## config.mk

```make
export PLATFORM = sky130hd
export DESIGN_NAME = can_tx_scheduler
export DESIGN_NICKNAME = d
export VERILOG_FILES = /design/src/rtl/can_tx_scheduler.sv
export SDC_FILE = /design/constraint.sdc
export NUM_CORES = 1
export LEC_CHECK = 0
export BUFFER_PORTS_ARGS = -buffer_cell sky130_fd_sc_hd__buf_2
export CAP_MARGIN = 0
export CORE_AREA = 10 10 139 141
export DETAILED_ROUTE_END_ITERATION = 10
export DIE_AREA = 0 0 149 151
export PLACE_DENSITY = 0.69
export SETUP_SLACK_MARGIN = 0.2
export SLEW_MARGIN = 20
export SYNTH_ARGS = -nofsm -noshare
export SYNTH_HDL_FRONTEND = slang
export SYNTH_SLANG_ARGS = --single-unit
export TNS_END_PERCENT = 1
```

## constraint.sdc

```tcl
create_clock -name clk_can -period 3 [get_ports clk_can]
set_input_delay 0.6 -clock clk_can [delete_from_list [all_inputs] [get_ports clk_can]]
set_output_delay 0.6 -clock clk_can [all_outputs]
set_load 0.05 [all_outputs]
```

## src/rtl/can_tx_scheduler.sv

```systemverilog
// can_tx_scheduler: shares one can_tx frame engine between N_MB mailboxes.
// A mailbox is picked by fixed priority (index 0 highest). The scheduler
// waits for the interframe gap on the bus, holds the engine's start level
// and retries failed attempts. It reports one done or error pulse per
// completed request.
//
// Mailbox handshake: mb_req_i[k] is a level request. The scheduler answers
// with exactly one single-cycle pulse, either mb_done_o[k] or mb_err_o[k].
// After a done pulse, or an error raised because the retries ran out, mailbox
// k is masked for one IDLE cycle. This gives the requester one cycle to drop
// mb_req_i[k] before it can be selected again. If the request is dropped
// early, the current mailbox ends with an error pulse and no further attempt
// is made. mb_data_i and mb_addr_i are sampled only when a mailbox is
// selected.
module can_tx_scheduler #(
  parameter int N_MB      = 4,
  parameter int IFS_BITS  = 11,
  parameter int RETRY_MAX = 8,
  parameter int START_TO  = 16,
  localparam int MB_W     = (N_MB > 1) ? $clog2(N_MB) : 1
) (
  input  logic                 clk_can,
  input  logic                 rst_i,
  input  logic [N_MB-1:0]      mb_req_i,
  input  logic [64*N_MB-1:0]   mb_data_i,
  input  logic [6*N_MB-1:0]    mb_addr_i,
  output logic [N_MB-1:0]      mb_done_o,
  output logic [N_MB-1:0]      mb_err_o,
  input  logic                 rx_i,
  output logic                 tx_start_o,
  output logic [63:0]          tx_data_o,
  output logic [5:0]           tx_remote_addr_o,
  input  logic                 tx_busy_i,
  input  logic                 frame_sent_i,
  input  logic                 ack_i,
  input  logic                 lost_arb_i,
  output logic                 busy_o,
  output logic [MB_W-1:0]      cur_mb_o,
  output logic [7:0]           lost_arb_cnt_o
);

  localparam int GAP_W = $clog2(IFS_BITS + 1);
  localparam int ATT_W = $clog2(RETRY_MAX + 1);
  localparam int TO_W  = $clog2(START_TO + 1);

  localparam logic [GAP_W-1:0] GAP_LAST = GAP_W'(IFS_BITS - 1);
  localparam logic [TO_W-1:0]  TO_LAST  = TO_W'(START_TO - 1);
  localparam logic [ATT_W-1:0] ATT_MAX  = ATT_W'(RETRY_MAX);

  localparam logic [1:0] ST_IDLE      = 2'd0;
  localparam logic [1:0] ST_GAP       = 2'd1;
  localparam logic [1:0] ST_START     = 2'd2;
  localparam logic [1:0] ST_WAIT_DONE = 2'd3;

  logic [1:0]       state_q, state_d;
  logic [GAP_W-1:0] gap_cnt_q, gap_cnt_d;
  logic [ATT_W-1:0] attempt_q, attempt_d;
  logic [TO_W-1:0]  to_cnt_q, to_cnt_d;
  logic [N_MB-1:0]  mask_q, mask_d;
  logic [N_MB-1:0]  done_q, done_d;
  logic [N_MB-1:0]  err_q, err_d;
  logic             tx_start_q, tx_start_d;
  logic [63:0]      tx_data_q, tx_data_d;
  logic [5:0]       tx_addr_q, tx_addr_d;
  logic [MB_W-1:0]  cur_mb_q, cur_mb_d;
  logic [7:0]       lost_cnt_q, lost_cnt_d;

  logic [N_MB-1:0]  avail;
  logic             sel_found;
  logic [MB_W-1:0]  sel_idx;
  logic [63:0]      sel_data;
  logic [5:0]       sel_addr;
  logic             req_cur;
  logic             fail_c;

  assign avail   = mb_req_i & ~mask_q;
  assign req_cur = mb_req_i[cur_mb_q];

  // Fixed-priority pick: scan from the top so the lowest set index wins.
  always_comb begin
    sel_found = 1'b0;
    sel_idx   = '0;
    sel_data  = '0;
    sel_addr  = '0;
    for (int i = N_MB - 1; i >= 0; i--) begin
      if (avail[i]) begin
        sel_found = 1'b1;
        sel_idx   = MB_W'(i);
        sel_data  = mb_data_i[64*i +: 64];
        sel_addr  = mb_addr_i[6*i +: 6];
      end
    end
  end

  // Next-state logic. A failed attempt is flagged in the per-state branches
  // and resolved in one place afterwards: retry, give up, or abort.
  always_comb begin
    state_d    = state_q;
    gap_cnt_d  = gap_cnt_q;
    attempt_d  = attempt_q;
    to_cnt_d   = to_cnt_q;
    mask_d     = mask_q;
    done_d     = '0;
    err_d      = '0;
    tx_start_d = tx_start_q;
    tx_data_d  = tx_data_q;
    tx_addr_d  = tx_addr_q;
    cur_mb_d   = cur_mb_q;
    lost_cnt_d = lost_cnt_q;
    fail_c     = 1'b0;

    case (state_q)
      ST_IDLE: begin
        mask_d = '0;
        if (sel_found) begin
          tx_data_d = sel_data;
          tx_addr_d = sel_addr;
          cur_mb_d  = sel_idx;
          attempt_d = '0;
          gap_cnt_d = '0;
          state_d   = ST_GAP;
        end
      end

      ST_GAP: begin
        if (!req_cur) begin
          // Requester withdrew before the frame started.
          err_d[cur_mb_q] = 1'b1;
          gap_cnt_d       = '0;
          state_d         = ST_IDLE;
        end else if (!rx_i) begin
          gap_cnt_d = '0;
        end else if (gap_cnt_q == GAP_LAST) begin
          gap_cnt_d  = '0;
          to_cnt_d   = '0;
          tx_start_d = 1'b1;
          state_d    = ST_START;
        end else begin
          gap_cnt_d = gap_cnt_q + GAP_W'(1);
        end
      end

      ST_START: begin
        if (tx_busy_i) begin
          state_d = ST_WAIT_DONE;
        end else if (to_cnt_q == TO_LAST) begin
          fail_c = 1'b1;
        end else begin
          to_cnt_d = to_cnt_q + TO_W'(1);
        end
      end

      ST_WAIT_DONE: begin
        // Lost arbitration takes precedence over a same-cycle frame_sent.
        if (lost_arb_i) begin
          fail_c = 1'b1;
          if (lost_cnt_q != 8'hFF) begin
            lost_cnt_d = lost_cnt_q + 8'd1;
          end
        end else if (frame_sent_i) begin
          if (ack_i) begin
            tx_start_d       = 1'b0;
            done_d[cur_mb_q] = 1'b1;
            mask_d[cur_mb_q] = 1'b1;
            state_d          = ST_IDLE;
          end else begin
            fail_c = 1'b1;
          end
        end
      end

      default: begin
        state_d = ST_IDLE;
      end
    endcase

    if (fail_c) begin
      tx_start_d = 1'b0;
      attempt_d  = attempt_q + ATT_W'(1);
      if (attempt_d == ATT_MAX) begin
        err_d[cur_mb_q]  = 1'b1;
        mask_d[cur_mb_q] = 1'b1;
        state_d          = ST_IDLE;
      end else if (req_cur) begin
        // Retry the same mailbox with the latched frame; no re-arbitration.
        gap_cnt_d = '0;
        state_d   = ST_GAP;
      end else begin
        err_d[cur_mb_q] = 1'b1;
        state_d         = ST_IDLE;
      end
    end
  end

  // State and output registers; reset clears everything, including tx_start.
  always_ff @(posedge clk_can or negedge rst_i) begin
    if (!rst_i) begin
      state_q    <= ST_IDLE;
      gap_cnt_q  <= '0;
      attempt_q  <= '0;
      to_cnt_q   <= '0;
      mask_q     <= '0;
      done_q     <= '0;
      err_q      <= '0;
      tx_start_q <= 1'b0;
      tx_data_q  <= '0;
      tx_addr_q  <= '0;
      cur_mb_q   <= '0;
      lost_cnt_q <= '0;
    end else begin
      state_q    <= state_d;
      gap_cnt_q  <= gap_cnt_d;
      attempt_q  <= attempt_d;
      to_cnt_q   <= to_cnt_d;
      mask_q     <= mask_d;
      done_q     <= done_d;
      err_q      <= err_d;
      tx_start_q <= tx_start_d;
      tx_data_q  <= tx_data_d;
      tx_addr_q  <= tx_addr_d;
      cur_mb_q   <= cur_mb_d;
      lost_cnt_q <= lost_cnt_d;
    end
  end

  assign mb_done_o        = done_q;
  assign mb_err_o         = err_q;
  assign tx_start_o       = tx_start_q;
  assign tx_data_o        = tx_data_q;
  assign tx_remote_addr_o = tx_addr_q;
  assign busy_o           = (state_q != ST_IDLE);
  assign cur_mb_o         = cur_mb_q;
  assign lost_arb_cnt_o   = lost_cnt_q;

endmodule

```

==> impl_metrics.toml <==
[status]
status = "finished clean"

[floorplan]
die_area_mm2 = 0.0225
die_w_um = 149
ios = 381
die_h_um = 151
coreArea_mm2 = 0.0165
fp-row-count = 47
start_util_pct = 35.7

[power_and_ir_drop]
leakagePower_uw = 0.00413
powerDensity_mw_per_mm2 = 1000
ir_drop_uv = 475

[global_routing]
overflow = 0
grt.total_usage_pct = 22.2
grt_start_max_net_pins = 71
antenna_found_initial = 5
grt_pass1_vias = 6588
grt_first_pass_wirelength_um = 39000

[logic_synthesis]
synth.top_cell.area_share_pct = 46.0
synth-simple-area-share_pct = 12.3
synth-compound-area-share_pct = 32.2
synthMuxAreaShare_pct = 1.64
ys_async_sr_fraction_pct = 100
synth_fa_ha_area_share_pct = 2.34
synth_xor_area_share_pct = 1.04
synth_top_family_by_area = "compound AO/OA/AOI/OAI gates"
synth_edf_count = 0
ys_seq_elements = 108
synth_top_cell_by_area = "dfrtp_1"
synth.area.top_cells = "dfrtp_1 (46%), a221oi_1 (10%), o31ai_1 (9.3%), o22ai_1 (7.5%), nand2_1 (5.8%)"
synth_nets = 914
yosys_warnings = 0
syn_area_per_cell_um2 = 9.60
ys_seq_area_share_pct = 46.0
syn_inst = 612
ys_types = 49
synth.cell_area_mm2 = 0.00588
synthFlopType = "dfrtp_1"

[clock_network]
cts_setup_buffers = 0
postCtsHoldBufs = 0
numCtsBuffers = 9
clockBufferDepth = 2
clkSinkCount = 108
root_buffer = "clkbuf_16"
cts.reportedPaths.clkPinSlew_ns = 0.07
post_cts_resize_count = 0
htree_levels = 3
cts_tree = "yes"
clk_latency_ns = 0.35

[sta]
period_needed_ns = 2.46
setup-violations-final = 0
worstMarginPinSlew_ns = 1.08
fmax_ghz = 0.406
rsz0062_at_grt = "no"
maxSlewHeadroom_pct = 27.8
fin_crit_sh_pct = 82.0
tns_ns = 0
hold_viol_final = 0
final_max_slew_viol_count = 0
skew_ns = 0.00568

[worst_setup_path]
cp-start-kind = "flop"
r2r_slack_ns = 0.56
cp_slowest_stage_delay_ns = 0.52
cp_max_fo = 9
endpoint_kind = "primary output"
crit_family = "buffers and inverters"
timing.rr.start = "mask_q[3]"
rr_worst_depth = 5
slowest_stage = "dfrtp_1"
worst-setup-path-type = "reg -> out"
cp_common_cell = "inv_1"
crit_chain = "inv_1 > ha_1 > inv_1 > buf_2"
worstPathArrival_ns = 1.86
path_buf_inv = 3
r2r_end = "tx_remote_addr_o[5]"
critPathRequiredTime_ns = 2.40

[cells_and_area]
final_util_pct = 50.7
area_growth_pct = 42.0
num-nets-final = 1262
drive_gt1_share_pct = 44.2

[detailed_routing]
first_pass_iters = 4
avgRoutedWirePerCell_um = 22.4
post-route-drc-count = 0
avgViaCountPerCell = 5.53
drtIter0Drc = 487
wirelength_um = 26700
ant_nets = 0
num_vias = 6579

[placed_design]
port_buffers = 380
place_hpwl_um = 21300
gp_congestion = 0.902

[worst_hold_path]
holdCritPathClass = "in -> async"

[flow_run]
drv_cap = 0
-- layout make-up --
type / count / area [um^2]
repair buffers: 392 / 2060
flip-flops and latches: 108 / 2700
well taps: 220 / 275
multi-input cells: 440 / 2940
fillers: 1540 / 8120
clock buffers: 10 / 239
diodes: 4 / 10.0
inverters: 9 / 35.0
clock inverters: 6 / 86.3
-- sequential cells by signal, summed over array words and instances, names as in the netlist --
name	flops
attempt_q	4
state_q	2
lost_arb_cnt_o	8
tx_start_o	1
gap_cnt_q	4
mb_done_o	4
mask_q	4
mb_err_o	4
tx_data_o	64
cur_mb_o	2
tx_remote_addr_o	6
to_cnt_q	5
-- worst reg2reg max path, cell delays in order (launching register included) --
cell      delay, ns
dfrtp_1        0.37
nand2b_1       0.20
nor2_4         0.82
buf_4          0.51
a221oi_1       0.15
o31ai_1        0.30
-- metrics by stage --
stage	setup WS (ns)	hold WS [ns]	cells	total power (uW)	instance area, um^2
after floorplan	0.957	0.304	612	5710	5880
after global placement	0.343	0.455	1169	7060	8010
after detailed placement	0.245	0.460	1169	7110	8010
after CTS	0.520	0.257	1185	8440	8330
after global routing	0.345	0.286	1186	8850	8340
final	0.540	0.238	1189	8380	8340
-- cell usage in the layout, fill, tap and decap left out, types with 2 or more instances in the layout --
cell	n
a21oi_1	15
a221oi_1	70
a22o_1	2
and2_1	2
and3_1	2
buf_12	5
buf_2	379
buf_4	8
bufinv_16	2
clkbuf_16	9
clkinv_2	3
dfrtp_1	108
diode_2	4
ha_1	11
inv_1	8
mux2_2	3
mux2i_1	4
nand2_1	88
nand2_2	2
nand2_4	2
nand2b_1	7
nand3_1	8
nand3b_1	2
nand4_1	5
nor2_1	14
nor2b_1	8
nor3_1	3
o21ai_0	20
o21ai_1	2
o22ai_1	70
o31ai_1	73
xnor2_1	4
xor2_1	3
-- power by group --
part	switching [uW]	leakage, uW	internal (uW)	total (uW)
logic	3420	0.00261	1230	4650
clock network	564	0.000159	756	1320
registers	381	0.00136	2030	2410
-- worst max path at each step --
stage,depth (start not counted),end,start,slack [ns]
after floorplan,7,state_q[1],state_q[0],0.96
after global placement,6,tx_data_o[1],mb_req_i[2],0.34
after detailed placement,6,tx_data_o[20],mb_req_i[2],0.24
after CTS,5,tx_remote_addr_o[5],mask_q[3],0.52
after global routing,5,tx_remote_addr_o[5],mask_q[3],0.35
final,4,busy_o,state_q[0],0.54
-- kinds of logic after synthesis --
kind of cell | after synthesis
adders and majority gates | 11
xor gates and xnor gates | 7
muxes | 8
buffers and inverters | 64
DFF | 108
and+or+nand+nor | 154
AOI/OAI and AO/OA | 260
-- Yosys cell counts (2+ instances only) --
cell and count:
nor2b_1 9, nand3_1 8, a221oi_1 70, and3_1 2
buf_1 4, nand2_1 91, o21ai_1 2, ha_1 11
xnor2_1 4, clkbuf_1 40, xor2_1 3, o22ai_1 70
a21oi_1 15, o31ai_1 73, inv_1 8, buf_2 9
nor3_1 3, nand4_1 5, nand2b_1 8, nor2_1 14
and2_1 2, a22o_1 2, mux2i_1 4, dfrtp_1 108
o21ai_0 20, nand3b_1 2, mux2_2 3
-- routing by layer --
layer  track usage, %  vias up  share of wire, %
li1                 -     3098                 -
met4             6.04        0               1.3
met3             6.71       24               9.7
met5                0        -                 0
met2             36.5      324                49
met1             27.6     3133                40
Power figures use the tool's default switching activity.
